==> config.mk <==
export PLATFORM = sky130hd
export DESIGN_NAME = lzw_out_packer
export DESIGN_NICKNAME = d
export VERILOG_FILES = /design/src/rtl/lzw_out_packer.sv
export SDC_FILE = /design/constraint.sdc
export NUM_CORES = 1
export LEC_CHECK = 0
export ABC_AREA = 1
export CAP_MARGIN = 20
export CELL_PAD_IN_SITES_DETAIL_PLACEMENT = 0
export CELL_PAD_IN_SITES_GLOBAL_PLACEMENT = 1
export CORE_ASPECT_RATIO = 0.6
export CORE_MARGIN = 8
export CORE_UTILIZATION = 35
export CTS_BUF_LIST = sky130_fd_sc_hd__clkbuf_8
export DETAILED_ROUTE_END_ITERATION = 16
export PLACE_DENSITY_LB_ADDON = 0.12
export SYNTH_ARGS = -nofsm -noshare
export SYNTH_HDL_FRONTEND = slang
export SYNTH_SLANG_ARGS = --single-unit
==> constraint.sdc <==
create_clock -name clk -period 1.9 [get_ports clk]
set_clock_uncertainty 0.05 [all_clocks]
set_input_delay 0.38 -clock clk [delete_from_list [all_inputs] [get_ports clk]]
set_output_delay 0.38 -clock clk [all_outputs]
set_load 0.01 [all_outputs]
==> src/rtl/lzw_out_packer.sv <==
// LSB-first packer turning CODE_W-bit LZW codes into a byte stream with flush/close support.
// Latency: a push is visible as ByteValid the next cycle; Ready drops while any full byte (or flush byte) is pending.
module lzw_out_packer #(
    parameter int CODE_W = 9
) (
    input  logic              clk,
    input  logic              reset,
    input  logic              RequestOutBuffer,
    input  logic              CloseBuffer,
    input  logic [CODE_W-1:0] Code,
    output logic              Ready,
    output logic [7:0]        ByteOut,
    output logic              ByteValid,
    input  logic              ByteAccept,
    output logic              Closed,
    output logic              Overrun,
    output logic [15:0]       ByteCount
);

    localparam int OUT_W = 8;
    localparam int ACC_W = CODE_W + 7;
    localparam int CNT_W = $clog2(ACC_W + 1);

    typedef enum logic [1:0] {RUN, FLUSH, DONE} state_t;

    state_t             state, stateNext;
    logic [ACC_W-1:0]   acc, accNext;
    logic [CNT_W-1:0]   cnt, cntNext;
    logic               pushFire, closeFire, popFire;

    assign Ready     = (state == RUN) && (cnt < CNT_W'(OUT_W));
    assign ByteValid = (cnt >= CNT_W'(OUT_W)) || ((state == FLUSH) && (cnt != '0));
    assign ByteOut   = acc[OUT_W-1:0];
    assign Closed    = (state == DONE);

    assign pushFire  = RequestOutBuffer && Ready;
    assign closeFire = CloseBuffer && Ready;
    assign popFire   = ByteValid && ByteAccept;

    // Push and pop never coincide: Ready and ByteValid are mutually exclusive.
    always_comb begin
        stateNext = state;
        accNext   = acc;
        cntNext   = cnt;
        if (pushFire) begin
            accNext = acc | (ACC_W'(Code) << cnt);
            cntNext = cnt + CNT_W'(CODE_W);
        end
        if (popFire) begin
            accNext = acc >> OUT_W;
            cntNext = (cnt >= CNT_W'(OUT_W)) ? cnt - CNT_W'(OUT_W) : '0;
        end
        unique case (state)
            RUN: begin
                if (closeFire)
                    stateNext = FLUSH;
            end
            FLUSH: begin
                // Leaving on the final accept edge makes Closed land right after that byte.
                if ((cnt == '0) || (popFire && (cnt <= CNT_W'(OUT_W))))
                    stateNext = DONE;
            end
            DONE: begin
                stateNext = RUN;
                accNext   = '0;
                cntNext   = '0;
            end
            default: stateNext = RUN;
        endcase
    end

    always_ff @(posedge clk) begin
        if (reset) begin
            state     <= RUN;
            acc       <= '0;
            cnt       <= '0;
            Overrun   <= 1'b0;
            ByteCount <= '0;
        end else begin
            state <= stateNext;
            acc   <= accNext;
            cnt   <= cntNext;
            if ((RequestOutBuffer || CloseBuffer) && !Ready)
                Overrun <= 1'b1;
            if (popFire)
                ByteCount <= ByteCount + 16'd1;
        end
    end

endmodule

==> impl_metrics.toml, run 1 <==
[setup_path]
crit_required_ns = 1.47
cp-end-kind = "output port"
cp_max_fo = 4
worst_r2r_startpoint = "cnt[0]$_SDFFE_PP0P_"
path_class = "reg2out"
max_stage_delay_ns = 0.32
slowest_stage = "dfxtp_1"
critPathArrivalTime_ns = 1.38
r2r_slack_ns = 0.16
r2r_end = "ByteCount[7]$_SDFFE_PP0N_"
r2r_cells = 11
worstPathCellList = "inv_2, ha_2, nand3_2, inv_1, clkdlybuf4s15_1"
worstSetupStartpointType = "flip-flop"

[clock_network]
cts_tree = "yes"
holdBufCountCts = 0
clk_pin_slew_ns = 0.08
htree_levels = 2
clock_path_buffers = 2
root_buffer = "clkbuf_8"
clock-sinks = 40
insertion_delay_ns = 0.31
numCtsBuffers = 5

[global_routing]
overflow = 0
grt_pass1_wl_um = 12400
first_global_vias = 2390
grt_use_total_pct = 15.3
grt_antenna_before_repair = 0
grt_max_degree = 25

[timing]
final_max_slew_viol_count = 0
rsz0062_at_grt = "false"
setup_violations = 0
fmax_mhz = 554
setup_tns_ns = 0
worstMarginPinSlew_ns = 0.514
min_period_over_period_pct = 95.0
hold_violations = 0
whs_ns = 0.401
setup_ws_ns = 0.0943
period_minus_slack_ns = 1.81
slew_headroom_pct = 65.5

[placed_design]
portBuffers = 41
place_congestion = 0.923
place_ws_ns = 0.0126
dp_hpwl_um = 5950
place_inst = 521
dpl_cell_area_um2 = 3090

[finish]
area_delta_synth_final_pct = 27.9
drive_above_1_share_pct = 12.4
final_core_util_pct = 47.0
num_antenna_cells = 0
postLayoutCellArea_um2 = 3190
instances_no_fill = 529
nNetsFinal = 459

[pwr]
total_power_mw = 3.98
ir_drop_mv = 0.893
powerDensity_nw_per_um2 = 1250
p_leak_nw = 1.26

[synth]
synth_area_leader_cell = "dfxtp_1"
synth_flop_cell = "dfxtp_1"
ys_types = 31
synth-seq-area-share_pct = 32.1
synth-seq-cells = 40
synth.avg_cell_area_um2 = 6.43
yosys.cell_count.top_type = "nand2_1"
yosysWarnings = 0
synthTopCellsByCount = "nand2_1, nor2_1, nand3_1"
synthesis.nets = 406
syn-cell-area_um2 = 2500
synth_edf_count = 0
synthArstFlopShare_pct = 0
synth_top_area_share_pct = 32.1
synthCells = 388
synth.area.top_cells = "dfxtp_1, nand2_1, nand3_1, nor2_1, a21oi_1"

[detailed_routing]
drt_iter0_drc = 173
wire_per_inst_um = 14.0
drc_errors = 0
ant_nets = 0
wl_um = 7430
vias_per_cell = 5.04
via_count = 2666
drtPass1Iterations = 5

[floorplan]
io_pins = 42
dieArea_um2 = 10200
die_x_um = 125
start_util_pct = 36.8
num_rows = 23
core_um2 = 6790
die_h_um = 81.4

[flow_run]
max_cap_viol_count = 0

[outcome]
status = "complete, no violations"

[worst_hold_path]
holdPathEnd = "acc[12]$_SDFFE_PP0P_"
hold_start = "acc[12]$_SDFFE_PP0P_"
worstHoldPathCells = 2
min_path_type = "reg2reg"
==> layer usage <==
layer	wire [µm]	track usage [%]	up-vias
li1	-	-	1366
met1	4090	23.0	1209
met2	2730	20.2	83
met3	518	4.14	8
met4	82	4.34	0
met5	0	0	-
==> cell usage in the layout, fill, tap and decap left out, types with 2 or more instances in the layout <==
| cell type | instances |
|---|---|
| buf_4 | 24 |
| a21oi_1 | 30 |
| nand2_2 | 5 |
| nand2_1 | 99 |
| nor3_1 | 15 |
| inv_1 | 35 |
| nor2_1 | 44 |
| nand4_1 | 8 |
| nand2_4 | 2 |
| nor2_4 | 3 |
| clkbuf_8 | 5 |
| clkdlybuf4s50_1 | 38 |
| o21ai_0 | 18 |
| xor2_1 | 3 |
| nor2_2 | 2 |
| nand3_2 | 2 |
| inv_2 | 2 |
| nand3_1 | 42 |
| dfxtp_1 | 40 |
| ha_1 | 2 |
| ha_2 | 2 |
| o21ai_1 | 2 |
| buf_12 | 2 |
| o211ai_1 | 4 |
| clkinv_2 | 2 |
==> critical path, delay by kind of cell (launching register included) <==
| family | cells | cell delay (ns) |
|---|---|---|
| fa+ha+maj | 1 | 0.20 |
| flops | 1 | 0.32 |
| simple gates | 1 | 0.12 |
| buf+inv | 3 | 0.44 |
==> cells by family after synthesis <==
group                      count (synthesis)  synth area share (%)
buffers and inverters                     58                  11.2
and+or+nand+nor                          227                  41.4
adders and majority gates                  4                  2.01
AOI/OAI and AO/OA                         56                  12.3
xor gates and xnor gates                   3                  1.05
DFF                                       40                  32.1
==> state kept, by name (all words and copies together) (netlist names) <==
register	flops
Overrun	1
state	2
cnt	5
ByteCount	16
acc	16
==> timing repair <==
action,4_1_cts,5_1_grt
buffers inserted,0,0
resized for setup,4,7
endpoints found under the setup margin,2,4
gates cloned,0,0
==> power by group <==
group	internal (mW)	switching, mW	leakage [nW]
logic	0.978	1.33	0.889
registers	0.990	0.0890	0.325
clock network	0.256	0.334	0.0479
total	2.22	1.75	1.26
==> cell type report <==
cell class	instances	area, µm²
clock buffers	5	68.8
repair buffers	67	628
multi-input cells	290	1430
clock inverters	3	18.8
well taps	87	109
fillers	735	3600
inverters	37	139
flip-flops and latches	40	801
==> how the worst max path moves through the flow <==
stage | startpoint | endpoint | slack [ns] | cells past startpoint
after CTS | cnt[0]$_SDFFE_PP0P_ | ByteValid | -0.08 | 7
after global routing | cnt[4]$_SDFFE_PP0P_ | Ready | 0.009 | 5
final | cnt[4]$_SDFFE_PP0P_ | Ready | 0.09 | 5
after detailed placement | cnt[1]$_SDFFE_PP0P_ | ByteValid | 0.01 | 7
after floorplan | cnt[0]$_SDFFE_PP0P_ | ByteCount[3]$_SDFFE_PP0N_ | 0.007 | 13
after global placement | cnt[0]$_SDFFE_PP0P_ | ByteValid | 0.04 | 7
(Power assumes the default switching activity.)
==> run 2, diff against run 1 <==
--- a/config.mk
+++ b/config.mk
@@ -10,7 +10,6 @@
 export CELL_PAD_IN_SITES_DETAIL_PLACEMENT = 0
 export CELL_PAD_IN_SITES_GLOBAL_PLACEMENT = 1
 export CORE_ASPECT_RATIO = 0.6
-export CORE_MARGIN = 8
 export CORE_UTILIZATION = 35
 export CTS_BUF_LIST = sky130_fd_sc_hd__clkbuf_8
 export DETAILED_ROUTE_END_ITERATION = 16
==> run 2 against run 1 <==
- the flow now finishes with violations (DRC)
- flip-flop and latch count unchanged
- worst hold slack got worse by 0.0023 ns
- setup slack lost 0.027 ns
- non-clock buffer count down 1
- largest cell class unchanged
- critical endpoint is now ByteValid
- die area decreased by 26%
==> impl_metrics.toml, run 2 (synthesis results as in run 1) <==
[outcome]
status = "finished with violations"
violations = "DRC"

[floorplan]
core_um2 = 6790
num_rows = 23
die_h_um = 67.4
dieArea_um2 = 7480
start_util_pct = 36.8
die_x_um = 111
io_pins = 42

[timing]
worstMarginPinSlew_ns = 0.581
min_period_over_period_pct = 96.5
hold_violations = 0
period_minus_slack_ns = 1.83
fmax_mhz = 546
slew_headroom_pct = 61.0
setup_violations = 0
rsz0062_at_grt = "false"
final_max_slew_viol_count = 0

[clock_network]
numCtsBuffers = 5
htree_levels = 2
cts_tree = "yes"
holdBufCountCts = 0
clock-sinks = 40
clk_pin_slew_ns = 0.08
root_buffer = "clkbuf_8"
insertion_delay_ns = 0.30
clock_path_buffers = 2

[pwr]
powerDensity_nw_per_um2 = 1300
ir_drop_mv = 0.777
combPwrFrac_pct = 56.0
seq_power_share_pct = 25.4
power.internal_mw = 2.47
sw_frac_of_total_pct = 41.7
p_leak_nw = 1.26
clock_power_share_pct = 18.6
total_power_mw = 4.23
p_sw_mw = 1.76

[finish]
fillers = 734
layout_common_cells = "nand2_1, nor2_1, nand3_1"
layout_commonest_cell = "nand2_1"
drive_above_1_share_pct = 12.9
nNetsFinal = 458
reg_top3 = "ByteCount x16, acc x16, cnt x5"
num_antenna_cells = 0
postLayoutCellArea_um2 = 3240
area_delta_synth_final_pct = 30.0
instances_no_fill = 528

[global_routing]
grt_antenna_before_repair = 0
grt_use_total_pct = 20.9
overflow = 0
grt_max_degree = 25
first_global_vias = 2393
grt_pass1_wl_um = 12100

[detailed_routing]
via_count = 2626
wl_um = 7230
drt_iter0_drc = 163
drc_errors = 4
ant_nets = 0
vias_per_cell = 4.97
wire_per_inst_um = 13.7
drtPass1Iterations = 10

[placed_design]
place_inst = 520
place_congestion = 0.964
dp_hpwl_um = 5580
portBuffers = 41
dpl_cell_area_um2 = 3090

[setup_path]
crit_family = "simple AND/OR/NAND/NOR gates"
cp_max_fo = 3
max_stage_delay_ns = 0.33
slowest_stage = "dfxtp_1"
worstSetupStartpointType = "flip-flop"
crit_required_ns = 1.47
cp-end-kind = "output port"
critPathArrivalTime_ns = 1.40
path_class = "reg2out"
crit_buf_inv = 2
worstPathCellList = "inv_2, ha_4, nand2_2, nor2_4, nor2_8, nand2_4, clkdlybuf4s15_2"

[worst_hold_path]
min_path_type = "reg2reg"

[flow_run]
max_cap_viol_count = 0
[run 2: path summary, 6_finish.rpt]
kind	slack (ns)	endpoint	depth (start not counted)	start
worst max-delay path	0.07	ByteValid	7	cnt[0]$_SDFFE_PP0P_
worst min-delay path	0.40	acc[11]$_SDFFE_PP0P_	2	acc[11]$_SDFFE_PP0P_
worst max register to register	0.18	ByteCount[9]$_SDFFE_PP0N_	11	cnt[0]$_SDFFE_PP0P_
worst min register to register	0.40	acc[11]$_SDFFE_PP0P_	2	acc[11]$_SDFFE_PP0P_
[run 2: worst reg2reg max path: stages, from the launching register on]
cell	delay, ns
dfxtp_1	0.33
inv_2	0.08
ha_4	0.15
nand2_2	0.08
nor2_4	0.15
nor2_8	0.05
buf_4	0.14
a21boi_4	0.14
buf_12	0.18
nand2_1	0.08
o21ai_0	0.14
nor2_1	0.06
[run 2: stage by stage]
stage	setup TNS, ns	utilization (%)	hold slack [ns]	setup slack [ns]
finish	0	47.8	0.399	0.0670
floorplan	0	-	0.374	0.00660
CTS	0	47.6	0.401	0.0162
global placement	0	45.4	0.386	0.0458
global route	0	47.8	0.428	0.00430
detailed placement	-0.00939	45.4	0.388	-0.00939
[run 2: power by group through the flow]
stage               clock, mW  sequential (mW)  combinational, mW
CTS                     0.820             1.08               2.33
finish                  0.789             1.08               2.37
global route            0.844             1.10               2.62
detailed placement          0             1.09               2.30
floorplan                   0             1.09               1.49
global placement            0             1.09               2.30
[run 2: per-layer routing]
layer,share of wire [%],vias up,global-route usage (%)
li1,-,1367,-
met1,57,1175,32.2
met2,36,76,28.5
met3,6.1,8,4.67
met4,1.0,0,5.57
met5,0,-,0
[run 2: final cells by class]
cell class                 count  area (µm²)  area share (%)
clock buffer                   7        96.3            2.97
clock inverter                 1        30.0           0.926
inverter                      37         139            4.28
multi-input combinational    290        1450            44.6
sequential                    40         801            24.7
tap                           87         109            3.36
timing repair buffer          66         622            19.2
[run 2: what timing repair did]
item | 4_1_cts | 5_1_grt
endpoints found under the setup margin | 3 | 2
pin swaps | 2 | 1
buffers inserted | 0 | 0
gates resized for setup | 13 | 2
cloned | 0 | 0
